$ cat src/rtl/if_fetch_stage_if.sv
// Bundle between the fetch stage, instruction memory and the IF/ID register.
//
// Handshakes:
//   imem: the fetch stage raises imem_req for exactly one cycle with imem_addr;
//         memory answers later with a single-cycle imem_rvalid and imem_rdata.
//         At most one request is outstanding, so there is no request-side ready.
//   out:  out_valid/out_ready; a transfer happens on any posedge where both are 1.
//         While out_valid=1 and out_ready=0, out_instr/out_pc/out_pc_next hold
//         stable until the transfer (a redirect may still withdraw the slot).
interface if_fetch_stage_if #(
    parameter int ADDR_W  = 32,
    parameter int INSTR_W = 32
);
    logic               imem_req;
    logic [ADDR_W-1:0]  imem_addr;
    logic               imem_rvalid;
    logic [INSTR_W-1:0] imem_rdata;
    logic               out_valid;
    logic               out_ready;
    logic [INSTR_W-1:0] out_instr;
    logic [ADDR_W-1:0]  out_pc;
    logic [ADDR_W-1:0]  out_pc_next;

    // Fetch-stage side
    modport master (
        output imem_req, imem_addr, out_valid, out_instr, out_pc, out_pc_next,
        input  imem_rvalid, imem_rdata, out_ready
    );

    // Memory / IF-ID side
    modport slave (
        input  imem_req, imem_addr, out_valid, out_instr, out_pc, out_pc_next,
        output imem_rvalid, imem_rdata, out_ready
    );
endinterface

$ cat src/rtl/if_fetch_stage.sv
// Instruction-fetch stage: owns the PC, keeps one memory request in flight,
// parks the returned instruction in a one-entry output slot and restarts at
// redirect_pc on branch/jump. Responses to abandoned requests are dropped.
module if_fetch_stage #(
    parameter int                ADDR_W   = 32,
    parameter int                INSTR_W  = 32,
    parameter logic [ADDR_W-1:0] RESET_PC = '0,
    parameter logic [ADDR_W-1:0] PC_STEP  = ADDR_W'(4)
) (
    input  logic               clk,
    input  logic               rst,
    input  logic               redirect,
    input  logic [ADDR_W-1:0]  redirect_pc,
    if_fetch_stage_if.master   fetch_if,
    output logic [1:0]         dbg_state_o
);

    // FETCH: may issue; WAIT: response pending for current pc;
    // DISCARD: response pending for an abandoned request.
    typedef enum logic [1:0] {
        S_FETCH   = 2'd0,
        S_WAIT    = 2'd1,
        S_DISCARD = 2'd2
    } state_t;

    state_t             state_q, state_d;
    logic [ADDR_W-1:0]  pc_q, pc_d;
    logic [ADDR_W-1:0]  out_pc_q, out_pc_d;
    logic [INSTR_W-1:0] out_instr_q, out_instr_d;
    logic               out_valid_q, out_valid_d;
    logic               slot_free;
    logic               transfer;
    logic               req;

    // The slot can take a new word if empty or if it drains at this edge.
    assign transfer  = out_valid_q && fetch_if.out_ready;
    assign slot_free = !out_valid_q || fetch_if.out_ready;

    // State register
    always_ff @(posedge clk) begin
        if (rst) begin
            state_q <= S_FETCH;
        end else begin
            state_q <= state_d;
        end
    end

    // Next-state logic
    always_comb begin
        state_d = state_q;
        case (state_q)
            S_FETCH: begin
                if (!redirect && slot_free) begin
                    state_d = S_WAIT;
                end
            end
            S_WAIT: begin
                if (redirect) begin
                    // Response for the old path still owed unless it is here now.
                    state_d = fetch_if.imem_rvalid ? S_FETCH : S_DISCARD;
                end else if (fetch_if.imem_rvalid) begin
                    state_d = S_FETCH;
                end
            end
            S_DISCARD: begin
                if (fetch_if.imem_rvalid) begin
                    state_d = S_FETCH;
                end
            end
            default: state_d = S_FETCH;
        endcase
    end

    // Output logic: request strobe, suppressed during reset
    always_comb begin
        req = 1'b0;
        if (!rst && state_q == S_FETCH && slot_free && !redirect) begin
            req = 1'b1;
        end
    end

    // Datapath next-state: PC and output slot
    always_comb begin
        pc_d        = pc_q;
        out_valid_d = out_valid_q && !transfer;
        out_instr_d = out_instr_q;
        out_pc_d    = out_pc_q;
        if (redirect) begin
            // Slot content is wrong-path; any response this cycle is dropped.
            pc_d        = redirect_pc;
            out_valid_d = 1'b0;
        end else if (state_q == S_WAIT && fetch_if.imem_rvalid) begin
            out_instr_d = fetch_if.imem_rdata;
            out_pc_d    = pc_q;
            out_valid_d = 1'b1;
            pc_d        = pc_q + PC_STEP;
        end
    end

    // Datapath registers
    always_ff @(posedge clk) begin
        if (rst) begin
            pc_q        <= RESET_PC;
            out_valid_q <= 1'b0;
            out_instr_q <= '0;
            out_pc_q    <= '0;
        end else begin
            pc_q        <= pc_d;
            out_valid_q <= out_valid_d;
            out_instr_q <= out_instr_d;
            out_pc_q    <= out_pc_d;
        end
    end

    assign fetch_if.imem_req    = req;
    assign fetch_if.imem_addr   = pc_q;
    assign fetch_if.out_valid   = out_valid_q;
    assign fetch_if.out_instr   = out_instr_q;
    assign fetch_if.out_pc      = out_pc_q;
    assign fetch_if.out_pc_next = out_pc_q + PC_STEP;
    assign dbg_state_o          = state_q;

endmodule

$ cat src/flat_wrapper.sv
// flat-port wrapper written by rule: the top's interface ports become plain ports
module if_fetch_stage_flat 
#(
    parameter int                ADDR_W   = 32,
    parameter int                INSTR_W  = 32,
    parameter logic [ADDR_W-1:0] RESET_PC = '0,
    parameter logic [ADDR_W-1:0] PC_STEP  = ADDR_W'(4)
)
  (clk, rst, redirect, redirect_pc, dbg_state_o, fetch_if_imem_req, fetch_if_imem_addr, fetch_if_out_valid, fetch_if_out_instr, fetch_if_out_pc, fetch_if_out_pc_next, fetch_if_imem_rvalid, fetch_if_imem_rdata, fetch_if_out_ready);
  if_fetch_stage_if #(.ADDR_W(ADDR_W), .INSTR_W(INSTR_W)) fetch_if_i ();
  input  logic clk;
  input  logic rst;
  input  logic redirect;
  input  logic [ADDR_W-1:0] redirect_pc;
  output logic [1:0] dbg_state_o;
  output wire logic [$bits(fetch_if_i.imem_req)-1:0] fetch_if_imem_req;
  output wire logic [$bits(fetch_if_i.imem_addr)-1:0] fetch_if_imem_addr;
  output wire logic [$bits(fetch_if_i.out_valid)-1:0] fetch_if_out_valid;
  output wire logic [$bits(fetch_if_i.out_instr)-1:0] fetch_if_out_instr;
  output wire logic [$bits(fetch_if_i.out_pc)-1:0] fetch_if_out_pc;
  output wire logic [$bits(fetch_if_i.out_pc_next)-1:0] fetch_if_out_pc_next;
  input wire logic [$bits(fetch_if_i.imem_rvalid)-1:0] fetch_if_imem_rvalid;
  input wire logic [$bits(fetch_if_i.imem_rdata)-1:0] fetch_if_imem_rdata;
  input wire logic [$bits(fetch_if_i.out_ready)-1:0] fetch_if_out_ready;
  assign fetch_if_imem_req = fetch_if_i.imem_req;
  assign fetch_if_imem_addr = fetch_if_i.imem_addr;
  assign fetch_if_out_valid = fetch_if_i.out_valid;
  assign fetch_if_out_instr = fetch_if_i.out_instr;
  assign fetch_if_out_pc = fetch_if_i.out_pc;
  assign fetch_if_out_pc_next = fetch_if_i.out_pc_next;
  assign fetch_if_i.imem_rvalid = fetch_if_imem_rvalid;
  assign fetch_if_i.imem_rdata = fetch_if_imem_rdata;
  assign fetch_if_i.out_ready = fetch_if_out_ready;
  if_fetch_stage #(.ADDR_W(ADDR_W), .INSTR_W(INSTR_W), .RESET_PC(RESET_PC), .PC_STEP(PC_STEP)) u_core (.clk(clk), .rst(rst), .redirect(redirect), .redirect_pc(redirect_pc), .fetch_if(fetch_if_i), .dbg_state_o(dbg_state_o));
endmodule
$ cat config.mk
export PLATFORM = sky130hd
export DESIGN_NAME = if_fetch_stage_flat
export DESIGN_NICKNAME = d
export VERILOG_FILES = /design/src/rtl/if_fetch_stage_if.sv /design/src/rtl/if_fetch_stage.sv /design/src/flat_wrapper.sv
export SDC_FILE = /design/constraint.sdc
export NUM_CORES = 1
export LEC_CHECK = 0
export CAP_MARGIN = 30
export CELL_PAD_IN_SITES_DETAIL_PLACEMENT = 0
export CELL_PAD_IN_SITES_GLOBAL_PLACEMENT = 1
export CORE_AREA = 2 2 131 133
export CTS_BUF_LIST = sky130_fd_sc_hd__clkbuf_16
export DETAILED_ROUTE_END_ITERATION = 8
export DIE_AREA = 0 0 133 135
export PLACE_DENSITY = 0.87
export REMOVE_ABC_BUFFERS = 1
export SYNTH_ARGS = -nofsm -noshare
export SYNTH_HDL_FRONTEND = slang
export SYNTH_SLANG_ARGS = --single-unit
$ cat constraint.sdc
create_clock -name clk -period 2.4 [get_ports clk]
set_input_delay 0.48 -clock clk [delete_from_list [all_inputs] [get_ports clk]]
set_output_delay 0.48 -clock clk [all_outputs]
set_load 0.005 [all_outputs]
# Yosys cells after proc, flatten, opt, wreduce, memory -nomap -nowiden

Cells that the tools add are included.

Flip-flop bits (word level): 99
Bits in latches: 0
RAM bits: 0
ROM bits: 0
Input port bits: 69
Output and inout port bits: 132
Logic and storage cells: 36
Memories: 0

$add $sub $neg: 2
Multipliers: 0
Div/mod/pow operators: 0
Order comparisons: 0
Equality and inequality tests: 3
Shift operators: 0
Muxes and demuxes: 9
Bitwise gates (word level): 1
Reductions and logical operators: 16

Operator list:

| kind                                                  | number |
|---|---|
| adder 32 x 3 -> 32 bit, second input constant         | 2 |
| two-way mux 32 bit                                    | 2 |
| two-way mux 2 bit                                     | 4 |
| logical AND 1 bit                                     | 7 |
| case mux 2 bit (3 select lines)                       | 1 |
| zero test 1 bit                                       | 4 |
| == test 2 x 1 -> 1 bit, second input constant         | 1 |
| == test 2 bit, second input constant                  | 1 |
| zero test 2 bit                                       | 1 |
| two-way mux 1 bit                                     | 2 |
| inequality test 2 x 1 -> 1 bit, second input constant | 1 |
| AND reduction 2 bit                                   | 1 |
| nonzero test 2 bit                                    | 1 |
| OR reduction 2 bit                                    | 1 |
| logical OR 1 bit                                      | 1 |
| NOT 1 bit                                             | 1 |

# Longest topological paths before layout

Gate-level depths: netlist (run 1).

Word-level depth: 5
Depth in mapped cells: 7
Depth with buffers taken out: 5

# Worst setup path after synthesis (run 1)

Ideal clock, no wire load.

Path type: register to output
Start: reg u_core.out_pc_q[2] (netlist: u_core.fetch_if.out_pc[2])
End: out fetch_if_out_pc_next[26]
Arrival time: 1.523 ns
Data required time: 1.920 ns
Setup slack: 0.397 ns
Stages on the path, launching flop included: 6
Cell sequence: dfxtp_1 -> ha_1 -> nand3_1 -> nor3_1 -> nand4_1 -> xnor2_1

Longest elaborated chain between the ends: 1

RTL lines:

| element                  | line                  | text |
|---|---|---|
| start: declaration       | if_fetch_stage.sv:28  | `logic [ADDR_W-1:0] out_pc_q, out_pc_d;` |
| start signal: assignment | if_fetch_stage.sv:111 | `out_pc_q <= out_pc_d;` |
| adder 32 x 3 -> 32 bit   | if_fetch_stage.sv:120 | `assign fetch_if.out_pc_next = out_pc_q + PC_STEP;` |
| end: declaration         | flat_wrapper.sv:21    | `output wire logic [$bits(fetch_if_i.out_pc_next)-1:0] fetch_if_out_pc_next;` |

Every way passes these cells.

# Worst setup path after layout (run 1)

Start: reg u_core.out_pc_q[2] (netlist: u_core.fetch_if.out_pc[2])
End: out fetch_if_out_pc_next[25]

Same word-level chain as after synthesis.

==> run metrics, run 1 <==
Setup Skew=between 0.006 and 0.007 ns; DR iter-0 viols=238; post-synth top area share=approximately two fifths; post-synthesis sequential area ratio=between 40% and 50%; RePlAce Congestion=between 0.8 and 0.9; Netlist cell types=53; Post-synth ARST share=0%; CP Launch Type=register; synthesized flop and latch total=~100; DR vias/cell=roughly 4.8; GR Overflow Total=0; vias after detailed routing=about 5200; Placement Rows=between 40 and 50; vias in the first global route=about 4800; Gate power share=between 10 and 15%; largest net degree at the start of global routing=54; antenna-violating nets left=0; Total GRT Usage=roughly 18%; final worst slack=-0.0220 ns; outcome=finished with violations; full die area=between 0.015 and 0.02 sq mm; fin util=48.2%; Cell Pwr Density=between 400 and 500 mW/mm^2; Reg clk slew, reported paths=0.07 ns; clk buf depth=2; Leak Pwr=just under 3 nW; pins over their slew limit=0; cell taking the most area after synthesis=dfxtp_1; nets@finish=approximately 930; Max Cap Viol=0; Hold Slack=about 0.45 ns; die width=between 100 and 150 um; Fmax achieved=413 MHz; # DRC=0; top post-synthesis cells by area=dfxtp_1 (41%), nand2_1 (12%), a21oi_1 (7.2%); CP Buf/Inv Count=6; relative slew slack=62.2%; Seq pwr share=between 40% and 50%; Net Switching=roughly 890 uW; Post-Layout Inst Area=around 0.0079 sq mm; failing checks=setup timing; wirelength, routed=16700 um; Max IR drop VDD=between 200 and 300 uV; clock sinks=99; H-tree depth=3; largest fanout on the critical path=3; setup TNS=-0.0220 ns; pre-CTS setup slack=-0.155 ns; CTS buffer count=9; Setup Crit Path Kind=register to output pin; Crit path top cell by count=buf_6; Syn Area/Cell=7.76 sq um; crit path cell chain=buf_6 > nand4_1 > buf_6 > nor3_2 > buf_4 > buf_6 > buf_6 > nand4_1 > xnor2_1 > buf_2; DR pass1 iterations=7; CP arrival=1.94 ns; clk_lat worst skew=0.34 ns; DR WL/cell=15.4 um; Initial Util=a little under 30%; DP Area=between 0.007 and 0.008 sq mm; Finished Layout Cells=between 1000 and 1500; Hold WC Path Type=primary input to register; synthesized area=just under 0.005 sq mm; RSZ-0062 raised after global routing=yes; Post-synth EDFFs=0; Crit path largest cell delay=0.37 ns; TritonCTS clock tree=done; Tmin final=around 2.4 ns; Placed Cells=1053; ratio of final minimum period to clock period=101%; clock share of power=between 40% and 50%; Worst path slowest cell=dfxtp_4; die height=between 100 and 150 um; layout cells sized above 1=about 15%; Buffers on Ports=200; antenna diode count=0; CP required=~1.9 ns; Top Family by Delay on Critical Path=buffers and inverters; Top Ports=between 200 and 250; worst-margin pin slew=roughly 0.57 ns; total power=3.78 mW; global-route wire length before repair=around 26000 um; CORE AREA=about 0.016 sq mm; CTS root buffer=clkbuf_16; Synth Warn #=0; Fin. Hold Viols=0; cell count after synthesis=~620; final setup fails=1; synth-to-layout area growth=63.3%; antenna violations before repair=0; HPWL after DPL=about 12000 um; Primary FF master, synth=dfxtp_1; switching share of power=a little under a quarter; Critical Path End Type=output pin; internal power=slightly below 3 mW
## flip-flops by register name, indices dropped and copies added (netlist names)
signal	flops
u_core.dbg_state_o	2
u_core.fetch_if.imem_addr	32
u_core.fetch_if.out_instr	32
u_core.fetch_if.out_pc	32
u_core.fetch_if.out_valid	1
## path summary, 6_finish.rpt
kind              cells after the start  slack, ns                            end                     startpoint
setup / recovery                     10      -0.02       fetch_if_out_pc_next[25]      u_core.fetch_if.out_pc[2]
hold reg to reg                       2       0.45  u_core.fetch_if.out_instr[29]  u_core.fetch_if.out_instr[29]
setup reg to reg                      4       0.36  u_core.fetch_if.imem_addr[31]   u_core.fetch_if.imem_addr[7]
hold / removal                        3       0.45          u_core.dbg_state_o[0]                            rst
## kinds of logic after synthesis
logic type / count (synthesis) / synth area share [%]
AO/OA/AOI/OAI: 123 / 15.8
flip-flops: 99 / 40.9
buffers and inverters: 58 / 5.17
multiplexers: 4 / 0.879
XOR/XNOR: 36 / 6.51
AND/OR/NAND/NOR: 302 / 30.2
adder cells (fa/ha/maj): 2 / 0.517
## tightest hold or removal path, stage by stage
cell,delay (ns)
buf_4,0.09
or3_1,0.12
a211oi_1,0.05
## timing repair
action,in CTS,in global routing
endpoints found under the setup margin,27,20
cloned,0,0
hold buffers,0,0
gates resized for setup,64,39
pin swaps,12,20
setup buffers,7,12
## layer usage
metal	share of wire (%)	global-route usage, %	vias to the layer above
met5	0	0	-
met4	1.7	6.87	0
met3	5.0	3.23	21
met2	48	28.6	144
met1	46	24.6	2411
li1	-	-	2661
## Yosys cell counts, drive strengths merged (3+ instances only)
| master | n |
|---|---|
| nand3 | 19 |
| a2111oi | 6 |
| dfxtp | 99 |
| and3 | 8 |
| and4 | 9 |
| nor4 | 9 |
| nor3b | 3 |
| clkbuf | 27 |
| o31ai | 3 |
| nand2 | 158 |
| a211oi | 14 |
| nor3 | 9 |
| inv | 13 |
| nand4 | 26 |
| a311oi | 5 |
| or3 | 8 |
| o31a | 3 |
| xor2 | 10 |
| o21ai | 7 |
| and2 | 7 |
| xnor2 | 26 |
| o211ai | 3 |
| or4 | 4 |
| buf | 18 |
| nor2 | 32 |
| a21oi | 70 |
## cells in the final DEF, fill, tap and decap left out, types with 9 or more instances in the layout
master / n
xor2_1: 10
xnor2_1: 25
nand2_1: 157
buf_4: 62
dfxtp_1: 96
buf_2: 12
nand4_1: 23
a21oi_1: 70
nand3_1: 14
inv_1: 15
clkbuf_16: 9
nor2_1: 30
clkdlybuf4s50_1: 174
nor4_1: 9
a211oi_1: 14
## final cells by class
type	count	area [sq um]
fill	1601	8500
multi-input combinational	467	2730
timing repair buffer	272	2540
sequential	99	1990
tap	220	275
clock buffer	9	225
clock inverter	7	85.1
inverter	13	48.8
## power groups by stage
stage	Combinational (mW)	Clock [mW]	Sequential, mW
after CTS	0.487	1.58	1.76
final	0.482	1.54	1.76
after global routing	0.523	1.64	1.76
after floorplan	0.126	0	1.79
after detailed placement	0.486	0	1.79
after global placement	0.485	0	1.79
No activity file was read; power rests on OpenSTA's default activity.
==> inputs of run 2 (changes only) <==
--- a/config.mk
+++ b/config.mk
@@ -8,11 +8,11 @@
 export CAP_MARGIN = 30
 export CELL_PAD_IN_SITES_DETAIL_PLACEMENT = 0
 export CELL_PAD_IN_SITES_GLOBAL_PLACEMENT = 1
-export CORE_AREA = 2 2 131 133
-export CTS_BUF_LIST = sky130_fd_sc_hd__clkbuf_16
+export CORE_AREA = 2 2 137 139
+export CTS_BUF_LIST = sky130_fd_sc_hd__clkbuf_8 sky130_fd_sc_hd__clkbuf_16
 export DETAILED_ROUTE_END_ITERATION = 8
-export DIE_AREA = 0 0 133 135
-export PLACE_DENSITY = 0.87
+export DIE_AREA = 0 0 139 141
+export PLACE_DENSITY = 0.84
 export REMOVE_ABC_BUFFERS = 1
 export SYNTH_ARGS = -nofsm -noshare
 export SYNTH_HDL_FRONTEND = slang
==> constraint.sdc (replaced) <==
create_clock -name clk -period 2.13 [get_ports clk]
set_input_delay 0.426 -clock clk [delete_from_list [all_inputs] [get_ports clk]]
set_output_delay 0.426 -clock clk [all_outputs]
set_load 0.005 [all_outputs]
==> run metrics, run 2 (synthesized netlist as in run 1, its figures left out) <==
DP Area=0.00766 sq mm (+3.9%); total power=4.27 mW (+13%); RePlAce Congestion=0.848 (+2.2%); pins over their slew limit=0 (unchanged); nets@finish=956 (+2.5%); pre-CTS setup slack=-0.232 ns (-0.0763 ns); Hold WC Path Type=primary input to register; Net Switching=1.04 mW (+16%); hold-fix buffers at CTS=0 (unchanged); largest net degree at the start of global routing=103 (+91%); GR Overflow Total=0 (unchanged); antenna violations before repair=1 (+1); Total GRT Usage=17.3% (-0.78 points); Cell Pwr Density=524 mW/mm^2 (+9.6%); H-tree depth=3 (unchanged); Buffers on Ports=200 (unchanged); Tmin final=between 2 and 2.5 ns; synth-to-layout area growth=68.3%; DR pass1 iterations=4 (-3); Setup Skew=0.00707 ns (+0.000981 ns); Gate power share=13.8% (+1.0 points); final setup fails=21 (+20); # DRC=0 (unchanged); CP arrival=1.88 ns (-0.06 ns); global-route wire length before repair=27600 um (+6.3%); wirelength, routed=17300 um (+3.6%); final worst slack=-0.179 ns (-0.157 ns); switching share of power=24.3% (+0.63 points); clock sinks=99 (unchanged); Placement Rows=50 (+6.4%); DR iter-0 viols=302 (+27%); Fin. Hold Viols=0 (unchanged); HPWL after DPL=12600 um (+5.5%); internal power=3.23 mW (+12%); relative slew slack=64.8% (+2.6 points); clk buf depth=2 (unchanged); final-layout fill cell count=1885 (+18%); commonest cells after routing, fill and taps aside=clkdlybuf4s50_1 (170), nand2_1 (154), dfxtp_1 (92), buf_4 (78), a21oi_1 (70); Leak Pwr=3.01 nW (+3.5%); worst-margin pin slew=0.528 ns (-0.0386 ns); outcome=finished with violations; DR vias/cell=4.74 (-1.5%); antenna diode count=0 (unchanged); largest fanout on the critical path=6 (+3); Hold Slack=0.420 ns (-0.0248 ns); Fmax achieved=~430 MHz; layout cells sized above 1=20.3% (+5.2 points); RSZ-0062 raised after global routing=yes; Seq pwr share=46.0% (-0.5 points); vias in the first global route=5212 (+9.0%); Critical Path End Type=output pin; Initial Util=26.5% (-3.0 points); Max IR drop VDD=485 uV (+75%); CP Launch Type=register; Post-Layout Inst Area=0.00815 sq mm (+3.1%); ratio of final minimum period to clock period=108%; CTS buffer count=9 (unchanged); clk_lat worst skew=0.34 ns (about the same); DR WL/cell=15.4 um (+0.18%); CTS root buffer=clkbuf_16; vias after detailed routing=5333 (+1.8%); antenna-violating nets left=0 (unchanged); clock share of power=40.2% (-0.5 points); TritonCTS clock tree=done; Max Cap Viol=0 (unchanged); CORE AREA=0.0183 sq mm (+11%); failing checks=setup timing; CP required=1.70 ns (-0.22 ns); Reg clk slew, reported paths=0.07 ns (about the same); Setup Crit Path Kind=register to output pin; Top Ports=201 (unchanged); full die area=0.0196 sq mm (+9.2%); die width=139 um (+4.5%); die height=141 um (+4.4%); commonest non-fill, non-tap cell in the layout=clkdlybuf4s50_1
[run 2: what timing repair did]
| action | in CTS | in global routing |
|---|---|---|
| resized for setup | 121 | 37 |
| setup endpoints to repair | 28 | 28 |
| cloned | 0 | 0 |
| endpoints found under the hold margin | 0 | 0 |
| setup buffers | 10 | 5 |
| pin swaps | 34 | 25 |
[run 2: metrics by stage]
stage / instances / utilization (%) / setup TNS [ns]
floorplan: 579 / - / -216.23
global placement: 1096 / 41.9 / -4.44
detailed placement: 1096 / 41.9 / -7.17
CTS: 1122 / 44.3 / -2.19
global route: 1124 / 44.6 / -4.44
finish: 1124 / 44.6 / -1.56
[run 2: layer usage]
layer	track usage, %	vias up	part of all wire, %	wire length (um)
li1	-	2700	-	-
met1	21.8	2465	43	7510
met2	29.7	151	49	8510
met3	3.63	15	6.0	1040
met4	5.48	2	1.4	243
met5	0	-	0.064	11
[run 2: layout make-up]
cell class / instances / area, sq um / area share (%)
Inverter: 13 / 48.8 / 0.599
Timing Repair Buffer: 295 / 2710 / 33.3
Clock buffer: 11 / 253 / 3.10
Sequential cell: 99 / 2000 / 24.5
Multi-Input combinational cell: 467 / 2790 / 34.2
Clock inverter: 5 / 60.1 / 0.737
Tap cell: 234 / 293 / 3.59
[run 2: final timing paths]
path                                       from                            end  slack [ns]  depth (start not counted)
setup / recovery      u_core.fetch_if.out_pc[2]       fetch_if_out_pc_next[31]       -0.18                          8
hold / removal                              rst          u_core.dbg_state_o[0]        0.42                          3
setup reg to reg          u_core.dbg_state_o[1]  u_core.fetch_if.imem_addr[29]        0.18                          5
hold reg to reg   u_core.fetch_if.out_instr[11]  u_core.fetch_if.out_instr[11]        0.45                          2
[run 2: worst max-delay path, stage by stage, from the launching register on]
cell and delay, ns:
dfxtp_4 0.37, buf_6 0.10, nand4_1 0.17, nor3_2 0.21, buf_4 0.18, buf_6 0.11
nand4_1 0.09, xnor2_1 0.18, buf_2 0.13
[run 2: power groups by stage]
stage,Combinational [mW],Sequential (mW),Clock (mW)
finish,0.591,1.96,1.71
global route,0.644,1.97,1.84
CTS,0.595,1.96,1.77
detailed placement,0.596,2.01,0
global placement,0.593,2.00,0
floorplan,0.142,2.02,0
